$ cat config.mk
export PLATFORM = sky130hd
export DESIGN_NAME = scan_chain_ctrl
export DESIGN_NICKNAME = d
export VERILOG_FILES = /design/src/rtl/scan_chain_ctrl.sv
export SDC_FILE = /design/constraint.sdc
export NUM_CORES = 1
export LEC_CHECK = 0
export BUFFER_PORTS_ARGS = -buffer_cell sky130_fd_sc_hd__clkbuf_2
export CAP_MARGIN = 20
export CORE_ASPECT_RATIO = 0.75
export CORE_MARGIN = 4
export CORE_UTILIZATION = 54
export CTS_CLUSTER_SIZE = 16
export DETAILED_ROUTE_END_ITERATION = 16
export GPL_TIMING_DRIVEN = 0
export PLACE_DENSITY = 0.87
export SETUP_SLACK_MARGIN = 0.2
export SLEW_MARGIN = 20
export SYNTH_ARGS = -nofsm -noshare
export SYNTH_HDL_FRONTEND = slang
export SYNTH_SLANG_ARGS = --single-unit
export TNS_END_PERCENT = 20
$ cat constraint.sdc
create_clock -name clk -period 2.37 [get_ports clk]
set_clock_uncertainty 0.2 [all_clocks]
set_input_delay 0.1185 -clock clk [delete_from_list [all_inputs] [get_ports clk]]
set_output_delay 0.1185 -clock clk [all_outputs]
set_load 0.05 [all_outputs]
$ cat src/rtl/scan_chain_ctrl.sv
// Scan-chain test sequencer: shifts a pattern into the chain, runs functional capture,
// unloads the chain through its registered output and checks the result under a mask.
module scan_chain_ctrl #(
   parameter int CHAIN_LEN  = 8,
   parameter int OUT_LAT    = 1,
   parameter int CAP_CYCLES = 1
) (
   input  logic                 clk,
   input  logic                 rst_n,
   input  logic                 start,
   input  logic [CHAIN_LEN-1:0] pattern,
   input  logic [CHAIN_LEN-1:0] expected,
   input  logic [CHAIN_LEN-1:0] mask,
   input  logic                 func_d_val,
   input  logic                 scan_out,
   output logic                 scan_en,
   output logic                 scan_in,
   output logic                 func_d,
   output logic                 busy,
   output logic                 done,
   output logic                 pass,
   output logic [CHAIN_LEN-1:0] captured,
   output logic [7:0]           fail_count
);
   localparam int UNL_EDGES = CHAIN_LEN + OUT_LAT;
   localparam int CNT_MAX   = (UNL_EDGES > CAP_CYCLES) ? UNL_EDGES : CAP_CYCLES;
   localparam int CNT_W     = $clog2(CNT_MAX + 1);
   localparam logic [CNT_W-1:0] LOAD_LAST = CNT_W'(CHAIN_LEN - 1);
   localparam logic [CNT_W-1:0] CAP_LAST  = CNT_W'(CAP_CYCLES - 1);
   localparam logic [CNT_W-1:0] UNL_LAST  = CNT_W'(UNL_EDGES - 1);

   typedef enum logic [2:0] {
      IDLE    = 3'd0,
      LOAD    = 3'd1,
      CAPTURE = 3'd2,
      UNLOAD  = 3'd3,
      CHECK   = 3'd4
   } stateT;

   stateT                state, nextState;
   logic [CNT_W-1:0]     cnt, nextCnt;
   logic [CHAIN_LEN-1:0] loadSh, nextLoadSh;
   logic [CHAIN_LEN-1:0] unloadSh, nextUnloadSh;
   logic [CHAIN_LEN-1:0] expR, nextExp;
   logic [CHAIN_LEN-1:0] maskR, nextMask;
   logic                 fdvR, nextFdv;
   logic                 nextScanEn, nextScanIn, nextFuncD, nextBusy, nextDone, nextPass;
   logic [CHAIN_LEN-1:0] nextCaptured;
   logic [7:0]           nextFailCount;
   logic                 runFails;

   // Next-state and next-output logic; outputs are computed one cycle ahead so the
   // chain sees each value at the edge after it is registered.
   always_comb begin
      nextState     = state;
      nextCnt       = cnt;
      nextLoadSh    = loadSh;
      nextUnloadSh  = unloadSh;
      nextExp       = expR;
      nextMask      = maskR;
      nextFdv       = fdvR;
      nextScanEn    = scan_en;
      nextScanIn    = scan_in;
      nextFuncD     = func_d;
      nextBusy      = busy;
      nextDone      = 1'b0;
      nextPass      = pass;
      nextCaptured  = captured;
      nextFailCount = fail_count;
      runFails      = 1'b0;
      case (state)
         // CHECK has busy low, so a start there chains the next run without a gap.
         IDLE, CHECK: begin
            nextScanEn = 1'b0;
            nextScanIn = 1'b0;
            nextFuncD  = 1'b0;
            nextBusy   = 1'b0;
            if (start) begin
               nextState  = LOAD;
               nextCnt    = '0;
               nextScanEn = 1'b1;
               nextScanIn = pattern[CHAIN_LEN-1];
               nextLoadSh = {pattern[CHAIN_LEN-2:0], 1'b0};
               nextExp    = expected;
               nextMask   = mask;
               nextFdv    = func_d_val;
               nextBusy   = 1'b1;
            end else begin
               nextState = IDLE;
            end
         end
         LOAD: begin
            if (cnt == LOAD_LAST) begin
               nextState  = CAPTURE;
               nextCnt    = '0;
               nextScanEn = 1'b0;
               nextScanIn = 1'b0;
               nextFuncD  = fdvR;
            end else begin
               nextCnt    = cnt + CNT_W'(1);
               nextScanIn = loadSh[CHAIN_LEN-1];
               nextLoadSh = {loadSh[CHAIN_LEN-2:0], 1'b0};
            end
         end
         CAPTURE: begin
            if (cnt == CAP_LAST) begin
               nextState  = UNLOAD;
               nextCnt    = '0;
               nextScanEn = 1'b1;
               nextScanIn = 1'b0;
               nextFuncD  = 1'b0;
            end else begin
               nextCnt = cnt + CNT_W'(1);
            end
         end
         UNLOAD: begin
            // Stale output-register samples simply fall off the top of the shifter.
            nextUnloadSh = {unloadSh[CHAIN_LEN-2:0], scan_out};
            if (cnt == UNL_LAST) begin
               nextState    = CHECK;
               nextCnt      = '0;
               nextScanEn   = 1'b0;
               nextBusy     = 1'b0;
               nextDone     = 1'b1;
               nextCaptured = nextUnloadSh;
               runFails     = (((nextUnloadSh ^ expR) & maskR) != '0);
               nextPass     = ~runFails;
               if (runFails && (fail_count != 8'hFF)) begin
                  nextFailCount = fail_count + 8'd1;
               end else begin
                  nextFailCount = fail_count;
               end
            end else begin
               nextCnt = cnt + CNT_W'(1);
            end
         end
         default: begin
            nextState = IDLE;
         end
      endcase
   end

   // State and registered-output update with synchronous active-low reset.
   always_ff @(posedge clk) begin
      if (!rst_n) begin
         state      <= IDLE;
         cnt        <= '0;
         loadSh     <= '0;
         unloadSh   <= '0;
         expR       <= '0;
         maskR      <= '0;
         fdvR       <= 1'b0;
         scan_en    <= 1'b0;
         scan_in    <= 1'b0;
         func_d     <= 1'b0;
         busy       <= 1'b0;
         done       <= 1'b0;
         pass       <= 1'b0;
         captured   <= '0;
         fail_count <= 8'd0;
      end else begin
         state      <= nextState;
         cnt        <= nextCnt;
         loadSh     <= nextLoadSh;
         unloadSh   <= nextUnloadSh;
         expR       <= nextExp;
         maskR      <= nextMask;
         fdvR       <= nextFdv;
         scan_en    <= nextScanEn;
         scan_in    <= nextScanIn;
         func_d     <= nextFuncD;
         busy       <= nextBusy;
         done       <= nextDone;
         pass       <= nextPass;
         captured   <= nextCaptured;
         fail_count <= nextFailCount;
      end
   end
endmodule

# --- Word level (Yosys, flattened, before mapping) ---
# Cells that the tools add are included.
# W data, S select, Z words.
totals:
  register_bits: 61
  out_inout_bits: 22
classes:
  n_mux: 26
  eq_ne: 12
  bitwise_logic: 3
  add_sub_neg: 2
  n_reduce_logical: 20
ops:
  columns: ["operator", "n"]
  rows:
  - ["$mux W4", 4]
  - ["$mux W8", 2]
  - ["$pmux W4 S4", 1]
  - ["$pmux W8 S2", 1]
  - ["$pmux W3 S4", 1]
  - ["$reduce_and A2 Y1", 6]
  - ["$reduce_and A3 Y1", 4]
  - ["$mux W1", 10]
  - ["$ne A2 B2 Y1 const B", 5]
  - ["$mux W3", 3]
  - ["$add A8 B1 Y8 const B", 1]
  - ["$and A8 B8 Y8", 1]
  - ["$ne A8 B8 Y1 const B", 1]
  - ["$reduce_bool A8 Y1", 1]
  - ["$xor A8 B8 Y8", 1]
  - ["$eq A3 B2 Y1 const B", 2]
  - ["$pmux W1 S3", 2]
  - ["$add A4 B1 Y4 const B", 1]
  - ["$eq A4 B3 Y1 const B", 1]
  - ["$eq A4 B4 Y1 const B", 1]
  - ["$logic_not A4 Y1", 1]
  - ["$pmux W1 S4", 1]
  - ["$reduce_and A4 Y1", 1]
  - ["$reduce_bool A2 Y1", 2]
  - ["other kinds (9)", 9]

# --- Longest topological paths before layout ---
# Gate-level depths: netlist of run 1.
depth:
  depth_word: 5
  depth_mapped: 9
  mapped_depth_nobuf: 7

# --- Worst setup path after synthesis of run 1 ---
# No wires, ideal clock.
synth_path:
  path_kind: "reg-to-reg"
  startpoint: "register fail_count[0]"
  endpoint: "register fail_count[5]"
  path_slack_ns: 0.301
  arrival_ns: 1.798
  setup_ns: 0.070
  path_stages_with_launch: 6
  n_path_buf: 1
  cell_sequence: "dfxtp_1 -> ha_1 -> and4_1 -> clkbuf_1 -> or4_1 -> a21oi_1"
synth_via:
  elab_chain_len: 3
  elab_cells_between_ends: 4
  cone_classes: "1 x add/sub; 1 x eq/ne; 2 x reduce/logical"
synth_lines:
  columns: ["element", "line_no", "source"]
  rows:
  - ["start, declared", "23", "output logic [7:0] fail_count"]
  - ["start signal, assigned", "176", "fail_count <= nextFailCount;"]
  - ["branches (longest 3 deep; another with $add A8 B1 Y8)", null, null]
# Parallel ways; which one is timed is not known.
# A chain may end at the register's enable or synchronous reset.

# --- Worst setup path after layout of run 1 ---
layout_path:
  startpoint: "register cnt[0]"
  endpoint: "register fail_count[0]"
layout_via:
  elab_chain_len: 2
layout_lines:
  columns: ["element", "line_no", "source"]
  rows:
  - ["start, declared", "41", "logic [CNT_W-1:0] cnt, nextCnt;"]
  - ["start signal, assigned", "163", "cnt <= nextCnt;"]
  - ["$eq A4 B4 Y1", "119", "if (cnt == UNL_LAST) begin"]
  - ["$reduce_and A3 Y1 (no line)", null, null]
# Every way passes these cells.

==> results.yml, run 1 <==
timing:
  period_needed_ns: 2.150
  fmax_mhz: 465.1
  slew_viol_final: 0
  rsz0062_at_grt: "yes"
  setup_violations: 0
  tightest_slew_ns: 0.5431
  fin_crit_sh_pct: 90.72
  slew_headroom_pct: 63.79
  hold_ws_ns: 0.04917
  hold_viol_final: 0
  fin_setup_tns_ns: 0
die:
  io_pins: 51
  core_mm2: 0.004572
  die_h_um: 68.18
  rows: 21
  die_width_um: 88.24
  start_util_pct: 57.03
  dieArea_mm2: 0.006016
clocking:
  htreeDepth: 3
  numCtsBuffers: 9
  cts_tree: "done"
  cts_buffer_depth: 2
  clk_latency_ns: 0.34
  root_buffer: "clkbuf_8"
  cts_sinks: 60
  clk_pin_slew_ns: 0.06
  cts_setup_buffers: 0
yosys:
  yosysTopAreaCell: "dfxtp_1"
  seq_area_frac_synth_pct: 46.07
  yosysTopAreaCellShare_pct: 46.07
  ys_ff_latch: 60
  synthTopCellsByArea: "dfxtp_1 (46%), nand2_1 (7.8%), a21oi_1 (7.5%)"
  synth_fp_nets: 335
  yosysWarningCount: 0
  synthCells: 303
  netlist_area_mm2: 0.002608
  syn_avg_cell_area_um2: 8.606
  yosysUniqueCellTypes: 45
detailed_routing:
  viasPerCell: 5.601
  drc_errors: 0
  ant_nets: 0
  drt-initial-drc-count: 232
  dr_total_vias: 2526
  wl_per_cell_um: 15.37
  drtPass1Iterations: 5
  routed_wl_um: 6933
critical_path:
  worstSetupPathType: "reg2reg"
  crit_family: "simple AND/OR/NAND/NOR gates"
  worstPathMaxFanout: 10
  cp_slowest_cell: "dfxtp_1"
  max_stage_delay_ns: 0.34
  worst_setup_path_start_kind: "flip-flop"
  endpoint_kind: "flip-flop"
  worstPathCellList: "inv_1 -> ha_1 -> nor2b_4 -> and4_1 -> buf_4 -> o41ai_4 -> buf_4 -> or3_1 -> a21oi_1"
  cp.arrival_ns: 2.22
  cp.buffers_inverters: 3
  cp_common_cell: "buf_4"
  required_ns: 2.44
layout:
  fin_util_pct: 73.92
  syn_to_final_growth_pct: 29.61
  diodes: 0
  layout.nets: 422
  layout-drive-gt1-share_pct: 19.29
pwr:
  power.leakage_nw: 1.472
  irDropWorstVdd_mv: 0.4791
  power.density_mw_per_mm2: 625.6
worst_hold_path:
  min_path_type: "in2reg"
global_routing:
  grt_overflow_total: 0
  grt_pass1_wl_um: 11040
  grt_max_degree: 11
  antenna_found_initial: 0
  grtUsageTotal_pct: 24.76
  grt_pass1_vias: 2371
placed_design:
  io_buffer_count: 50
  post-dp-hpwl_um: 4685
  gp_congestion: 0.8909
status:
  status: "complete, no violations"
run:
  maxCapViolCount: 0
## cells by family (layout without fill, tap and decap cells)
group / after synthesis / in the layout / synth area share [%]
muxes: 15 / 15 / 5.758
xor gates and xnor gates: 10 / 10 / 3.359
buffers and inverters: 30 / 121 / 4.942
DFF: 60 / 60 / 46.07
AOI/OAI and AO/OA: 77 / 77 / 19.19
and+or+nand+nor: 108 / 108 / 19.24
adders and majority gates: 3 / 3 / 1.440
## timing repair
| action | CTS | global route |
|---|---|---|
| endpoints found under the setup margin | 6 | 17 |
| hold buffers | 26 | 0 |
| pin swaps | 0 | 0 |
| resized for setup | 2 | 2 |
| hold endpoints to repair | 27 | 0 |
## Yosys cell counts (all sizes together)
cell      n
o41ai     1
clkbuf   12
inv      10
or4b      1
nor4b     1
o211ai    1
ha        3
and4      2
nand2    54
or4       3
o31ai     5
nand3b    1
a22o      4
o21ai     6
a2bb2oi   1
nor3      2
nand3     7
buf       8
dfxtp    60
nor3b     1
xnor2     2
a22oi     1
a211oi    7
nand4     1
and2      1
xor2      8
nor2     23
mux2i    15
and3b     1
and3      2
a21oi    39
a2111oi   1
nor2b     2
a31oi     2
o21a      1
o41a      1
nand4b    1
a32o      5
a211o     1
or3       3
o221a     1
nand2b    2
## worst min-delay path, stage by stage
cell and delay, ns:
clkbuf_2 0.13, a21oi_1 0.14, or3_1 0.10, a21oi_1 0.05
## cell type report
class	instances	area (um^2)
Inverter	10	37.54
Fill cell	334	1192
Clock buffer	13	158.9
Tap cell	57	71.32
Clock inverter	2	10.01
Sequential cell	60	1201
Multi-Input combinational cell	213	1299
Buffer	20	91.34
Timing Repair Buffer	76	510.5
## final timing paths
check | endpoint | from | depth (start not counted) | slack [ns]
setup reg to reg | fail_count[0] | cnt[0] | 9 | 0.22
hold reg to reg | captured[5] | captured[5] | 2 | 0.26
hold / removal | state[0] | start | 4 | 0.05
setup / recovery | fail_count[0] | cnt[0] | 9 | 0.22
## where the power goes
part | total [mW] | internal, mW | switching, mW | leakage, nW
Sequential | 1.07 | 1.05 | 0.0240 | 0.489
Clock | 0.804 | 0.428 | 0.376 | 0.0893
Combinational | 0.240 | 0.105 | 0.135 | 0.894
Total | 2.11 | 1.58 | 0.535 | 1.47
## placed cells by master (no fill, tap or decap), types with 4 or more instances in the layout
| cell type | count |
|---|---|
| dfxtp_1 | 60 |
| nand2_1 | 54 |
| clkbuf_2 | 50 |
| a21oi_1 | 39 |
| dlygate4sd3_1 | 26 |
| nor2_1 | 22 |
| mux2i_1 | 15 |
| clkbuf_1 | 14 |
| clkbuf_8 | 11 |
| inv_1 | 10 |
| xor2_1 | 8 |
| nand3_1 | 7 |
| a211oi_1 | 7 |
| o21ai_0 | 6 |
| o31ai_1 | 5 |
| a32o_1 | 5 |
| buf_2 | 4 |
| a22o_1 | 4 |
## flip-flops by register name (all words and copies together) (netlist names)
signal	count
captured	8
fdvR	1
scan_en	1
pass	1
loadSh	7
busy	1
fail_count	8
done	1
maskR	8
expR	8
cnt	4
state	3
scan_in	1
func_d	1
unloadSh	7
## per-layer routing
metal,track usage [%],routed length (um),part of all wire (%),vias to the layer above
met5,0,0,0,-
met4,8.679,106,1.5,0
met3,8.544,467,6.7,12
met2,40.02,3269,47,101
met1,30.91,3088,45,1168
li1,-,-,-,1245
## through the flow
| stage | total power, mW | std cells | instance area (um^2) | setup WS [ns] |
|---|---|---|---|---|
| CTS | 2.114 | 451 | 3366 | 0.2237 |
| detailed placement | 1.290 | 410 | 2929 | 0.1641 |
| floorplan | 1.222 | 303 | 2608 | 0.3015 |
| global route | 2.196 | 451 | 3379 | 0.1385 |
| global placement | 1.280 | 410 | 2929 | 0.2098 |
| finish | 2.114 | 451 | 3379 | 0.2199 |
Power figures use the tool's default switching activity.
==> run 2: changes to the inputs <==
--- a/config.mk
+++ b/config.mk
@@ -7,14 +7,17 @@
 export LEC_CHECK = 0
 export BUFFER_PORTS_ARGS = -buffer_cell sky130_fd_sc_hd__clkbuf_2
 export CAP_MARGIN = 20
+export CELL_PAD_IN_SITES_DETAIL_PLACEMENT = 2
+export CELL_PAD_IN_SITES_GLOBAL_PLACEMENT = 2
 export CORE_ASPECT_RATIO = 0.75
 export CORE_MARGIN = 4
-export CORE_UTILIZATION = 54
+export CORE_UTILIZATION = 32
 export CTS_CLUSTER_SIZE = 16
 export DETAILED_ROUTE_END_ITERATION = 16
 export GPL_TIMING_DRIVEN = 0
 export PLACE_DENSITY = 0.87
 export SETUP_SLACK_MARGIN = 0.2
+export SKIP_LAST_GASP = 1
 export SLEW_MARGIN = 20
 export SYNTH_ARGS = -nofsm -noshare
 export SYNTH_HDL_FRONTEND = slang
==> run 2 against run 1 <==
Net effect: register-to-register slack worse by 0.07 ns; critical path depth down 3; die area up 61%; routed wire length grew 45%; largest cell class unchanged; critical endpoint is now fail_count[6]; first-iteration DRC count shrank 52%.
==> results.yml, run 2 (synthesized netlist as in run 1, its figures left out) <==
status:
  status: "complete, no violations"
die:
  io_pins: 51
  rows: 28
  die_width_um: 112.2
  core_mm2: 0.007918
  dieArea_mm2: 0.009672
  start_util_pct: 32.93
  die_h_um: 86.18
placed_design:
  dp_cells: 458
  gp_congestion: 0.8393
  postPlaceCellArea_mm2: 0.002989
  io_buffer_count: 50
  post-dp-hpwl_um: 6145
detailed_routing:
  drc_errors: 0
  wl_met3_um: 337
  routed_wl_um: 10040
  drtPass1Iterations: 4
  drt-initial-drc-count: 111
  wl_per_cell_um: 20.04
  ant_nets: 0
  dr_total_vias: 2645
  viasPerCell: 5.279
  met2WireLength_um: 4982
  wl_met1_um: 4502
  dr.max_layer_used: "met4"
critical_path:
  required_ns: 2.42
  cp.arrival_ns: 2.27
  reg2reg_depth: 6
  worst_setup_path_start_kind: "flip-flop"
  worstPathMaxFanout: 5
  r2r_setup_slack_ns: 0.15
  worstSetupPathType: "reg2reg"
  endpoint_kind: "flip-flop"
timing:
  rsz0062_at_grt: "yes"
  fin_setup_tns_ns: 0
  slew_headroom_pct: 55.14
  slew_viol_final: 0
  setup_violations: 0
  tightest_slew_ns: 0.6728
  period_needed_ns: 2.219
  fmax_mhz: 450.7
  hold_viol_final: 0
  fin_crit_sh_pct: 93.63
pwr:
  irDropWorstVdd_mv: 0.2600
  power.leakage_nw: 1.519
  p_total_mw: 2.374
  power.density_mw_per_mm2: 666.8
layout:
  mostFrequentLayoutCells: "dfxtp_1 (57), clkbuf_2 (54), nand2_1 (53), a21oi_1 (35), dlygate4sd3_1 (25)"
  fillers: 901
  final_common_cell: "dfxtp_1"
  final_cells: 501
  syn_to_final_growth_pct: 36.52
  fin_area_mm2: 0.003560
  diodes: 0
  layout-drive-gt1-share_pct: 25.51
  multiInputGateArea_mm2: 0.001343
  layout.nets: 423
  seq_area_mm2: 0.001205
global_routing:
  grt_max_degree: 11
  antenna_found_initial: 0
  grt_overflow_total: 0
  grt_pass1_wl_um: 16040
  grtUsageTotal_pct: 21.64
  grt_pass1_vias: 2891
clocking:
  numCtsBuffers: 9
  clk_latency_ns: 0.36
  htreeDepth: 3
  clk_pin_slew_ns: 0.07
  cts_tree: "done"
  root_buffer: "clkbuf_8"
  cts_sinks: 60
  cts_buffer_depth: 2
run:
  maxCapViolCount: 0
worst_hold_path:
  hold_depth: 5
  min_path_type: "in2reg"
run 2: changes by cell type in the layout (fill, tap and decap cells not counted), moves of 2 or more:
cell      previous run  this run
or4_1                3         1
o31ai_2              0         2
a21oi_2              0         4
or4_4                0         2
clkbuf_2            50        54
buf_6                0         2
dfxtp_2              0         3
clkbuf_1            14         8
dfxtp_1             60        57
o31ai_1              5         3
a21oi_1             39        35
clkbuf_8            11        13
run 2: critical path: stages (launching register included):
cell     delay (ns)
dfxtp_2        0.36
xor2_1         0.18
a22o_2         0.31
o41ai_4        0.60
buf_4          0.24
nor3_1         0.05
o21a_1         0.16
run 2: timing repair:
action | in CTS | in global routing
hold buffers | 25 | 0
resized for setup | 9 | 24
setup endpoints to repair | 22 | 40
endpoints found under the hold margin | 26 | 0
setup buffers | 1 | 0
cloned | 0 | 1
pin swaps | 0 | 2
run 2: final cells by class:
| class | instances | area share, % |
|---|---|---|
| sequential | 60 | 33.85 |
| timing repair buffer | 77 | 14.48 |
| clock buffer | 13 | 5.026 |
| buffer | 20 | 2.988 |
| inverter | 10 | 1.054 |
| tap | 105 | 3.691 |
| clock inverter | 3 | 1.195 |
| multi-input combinational | 213 | 37.72 |
run 2: final timing paths:
path / from / end
setup / recovery: unloadSh[5] / fail_count[6]
hold / removal: pattern[7] / scan_in
setup reg to reg: unloadSh[5] / fail_count[6]
hold reg to reg: captured[6] / captured[6]
run 2: power breakdown:
part / leakage (nW) / internal [mW] / switching [mW]
Clock: 0.112 / 0.599 / 0.433
Sequential: 0.490 / 1.05 / 0.0289
Combinational: 0.918 / 0.109 / 0.158
run 2: layer usage:
layer  vias up  track usage (%)
met5         -                0
met4         0            7.642
met3        19            5.164
met2        50            37.37
met1      1337            26.60
li1       1239                -
run 2: stage by stage:
stage / setup slack, ns / hold slack (ns) / util [%]
6_report: 0.1510 / 0.06609 / 44.96
5_1_grt: 0.09548 / 0.1316 / 44.96
4_1_cts: 0.1308 / 0.01898 / 44.25
3_5_place_dp: 0.04618 / 0.1509 / 37.75
3_3_place_gp: 0.1432 / 0.1474 / 37.75
2_1_floorplan: 0.3015 / 0.04429 / -
==> run 3: changes to the inputs <==
--- a/config.mk
+++ b/config.mk
@@ -9,7 +9,7 @@
 export CAP_MARGIN = 20
 export CELL_PAD_IN_SITES_DETAIL_PLACEMENT = 2
 export CELL_PAD_IN_SITES_GLOBAL_PLACEMENT = 2
-export CORE_ASPECT_RATIO = 0.75
+export CORE_ASPECT_RATIO = 1.1
 export CORE_MARGIN = 4
 export CORE_UTILIZATION = 32
 export CTS_CLUSTER_SIZE = 16
==> run 3 against run 2 <==
Net effect: sequential share of layout area is 0.12 points higher; final cell count increased by 0.60%; core utilization shrank 0.13 points; sequential power barely moved; worst setup slack better by 0.020 ns; critical endpoint is now func_d; highest routed layer unchanged.
==> results.yml, run 3 (synthesized netlist as in run 1, its figures left out) <==
detailed_routing:
  ant_nets: 0
  drtPass1Iterations: 4
  viasPerCell: 5.379
  wl_per_cell_um: 22.82
  drc_errors: 0
  routed_wl_um: 11500
  drt-initial-drc-count: 118
  dr_total_vias: 2711
clocking:
  numCtsBuffers: 9
  cts_tree: "done"
  cts_buffer_depth: 2
  clk_latency_ns: 0.37
  cts_sinks: 60
  htreeDepth: 3
  clk_pin_slew_ns: 0.08
  root_buffer: "clkbuf_8"
die:
  start_util_pct: 32.95
  die_h_um: 102.7
  die_width_um: 94.07
  core_mm2: 0.007913
  dieArea_mm2: 0.009658
  rows: 34
  io_pins: 51
pwr:
  p_total_mw: 2.440
  irDropWorstVdd_mv: 0.5085
  power.leakage_nw: 1.510
  power.density_mw_per_mm2: 687.8
worst_hold_path:
  min_path_type: "in2reg"
timing:
  slew_viol_final: 0
  hold_ws_ns: 0.04423
  fin_crit_sh_pct: 92.77
  slew_headroom_pct: 51.43
  hold_viol_final: 0
  period_needed_ns: 2.199
  fmax_mhz: 454.8
  rsz0062_at_grt: "yes"
  setup_violations: 0
  fin_setup_tns_ns: 0
  tightest_slew_ns: 0.7286
layout:
  syn_to_final_growth_pct: 36.04
  final_common_cell: "dfxtp_1"
  layout-drive-gt1-share_pct: 23.99
  final_cells: 504
  multiInputGateArea_mm2: 0.001326
  seq_area_mm2: 0.001205
  layout.nets: 423
  fillers: 900
  diodes: 0
  mostFrequentLayoutCells: "dfxtp_1 (57), clkbuf_2 (54), nand2_1 (52), a21oi_1 (39), dlygate4sd3_1 (26)"
critical_path:
  endpoint_kind: "flip-flop"
  worstPathMaxFanout: 4
  required_ns: 2.38
  cp.arrival_ns: 2.21
  worst_setup_path_start_kind: "flip-flop"
  worstSetupPathType: "reg2reg"
global_routing:
  grtUsageTotal_pct: 25.35
  grt_pass1_vias: 3076
  grt_pass1_wl_um: 17860
  grt_max_degree: 12
  antenna_found_initial: 0
  grt_overflow_total: 0
status:
  status: "complete, no violations"
placed_design:
  dp_cells: 461
  io_buffer_count: 50
  post-dp-hpwl_um: 5926
  gp_congestion: 0.8026
run:
  maxCapViolCount: 0
## run 3: final cells by class
type / instances / share of cell area (%)
clock buffer: 10 / 3.598
sequential: 60 / 33.97
multi-input combinational: 213 / 37.39
inverter: 10 / 1.058
timing repair buffer: 77 / 14.60
buffer: 20 / 3.069
tap: 108 / 3.810
clock inverter: 6 / 2.504
## run 3: path summary, 6_finish.rpt
kind / startpoint / to / slack [ns] / cells after the start
worst min-delay path: start / state[0] / 0.04 / 4
worst min register to register: expR[3] / expR[3] / 0.29 / 2
worst max-delay path: cnt[0] / func_d / 0.17 / 7
worst max register to register: cnt[0] / func_d / 0.17 / 7
## run 3: per-layer routing
metal	vias up	share of wire, %	GRT usage [%]
met3	29	3.3	5.182
met1	1371	39	27.42
met5	-	0	0
met2	74	55	47.73
li1	1237	-	-
met4	0	2.9	10.78
## run 3: what timing repair did
action,CTS,global route
cloned,0,0
resized for setup,11,17
setup buffers,1,0
pin swaps,0,0
hold endpoints to repair,27,0
hold buffers,26,0
endpoints found under the setup margin,28,40
## run 3: per-stage QoR
stage / utilization, % / setup WS (ns) / instance area (um^2)
2_1_floorplan: - / 0.3015 / 2608
3_5_place_dp: 37.82 / 0.08479 / 2993
4_1_cts: 44.45 / 0.1473 / 3517
3_3_place_gp: 37.82 / 0.1758 / 2993
5_1_grt: 44.83 / 0.09736 / 3547
6_report: 44.83 / 0.1713 / 3547
## run 3: power by group
part	internal [mW]	switching, mW
clock	0.592	0.491
sequential	1.05	0.0297
combinational	0.112	0.169
## run 3: critical path, stage by stage, from the launching register on
cell and delay [ns]:
dfxtp_2 0.36, inv_2 0.08, ha_2 0.20, or4b_2 0.64, a21oi_1 0.19, a21oi_1 0.10
o21ai_1 0.18, a21oi_1 0.11
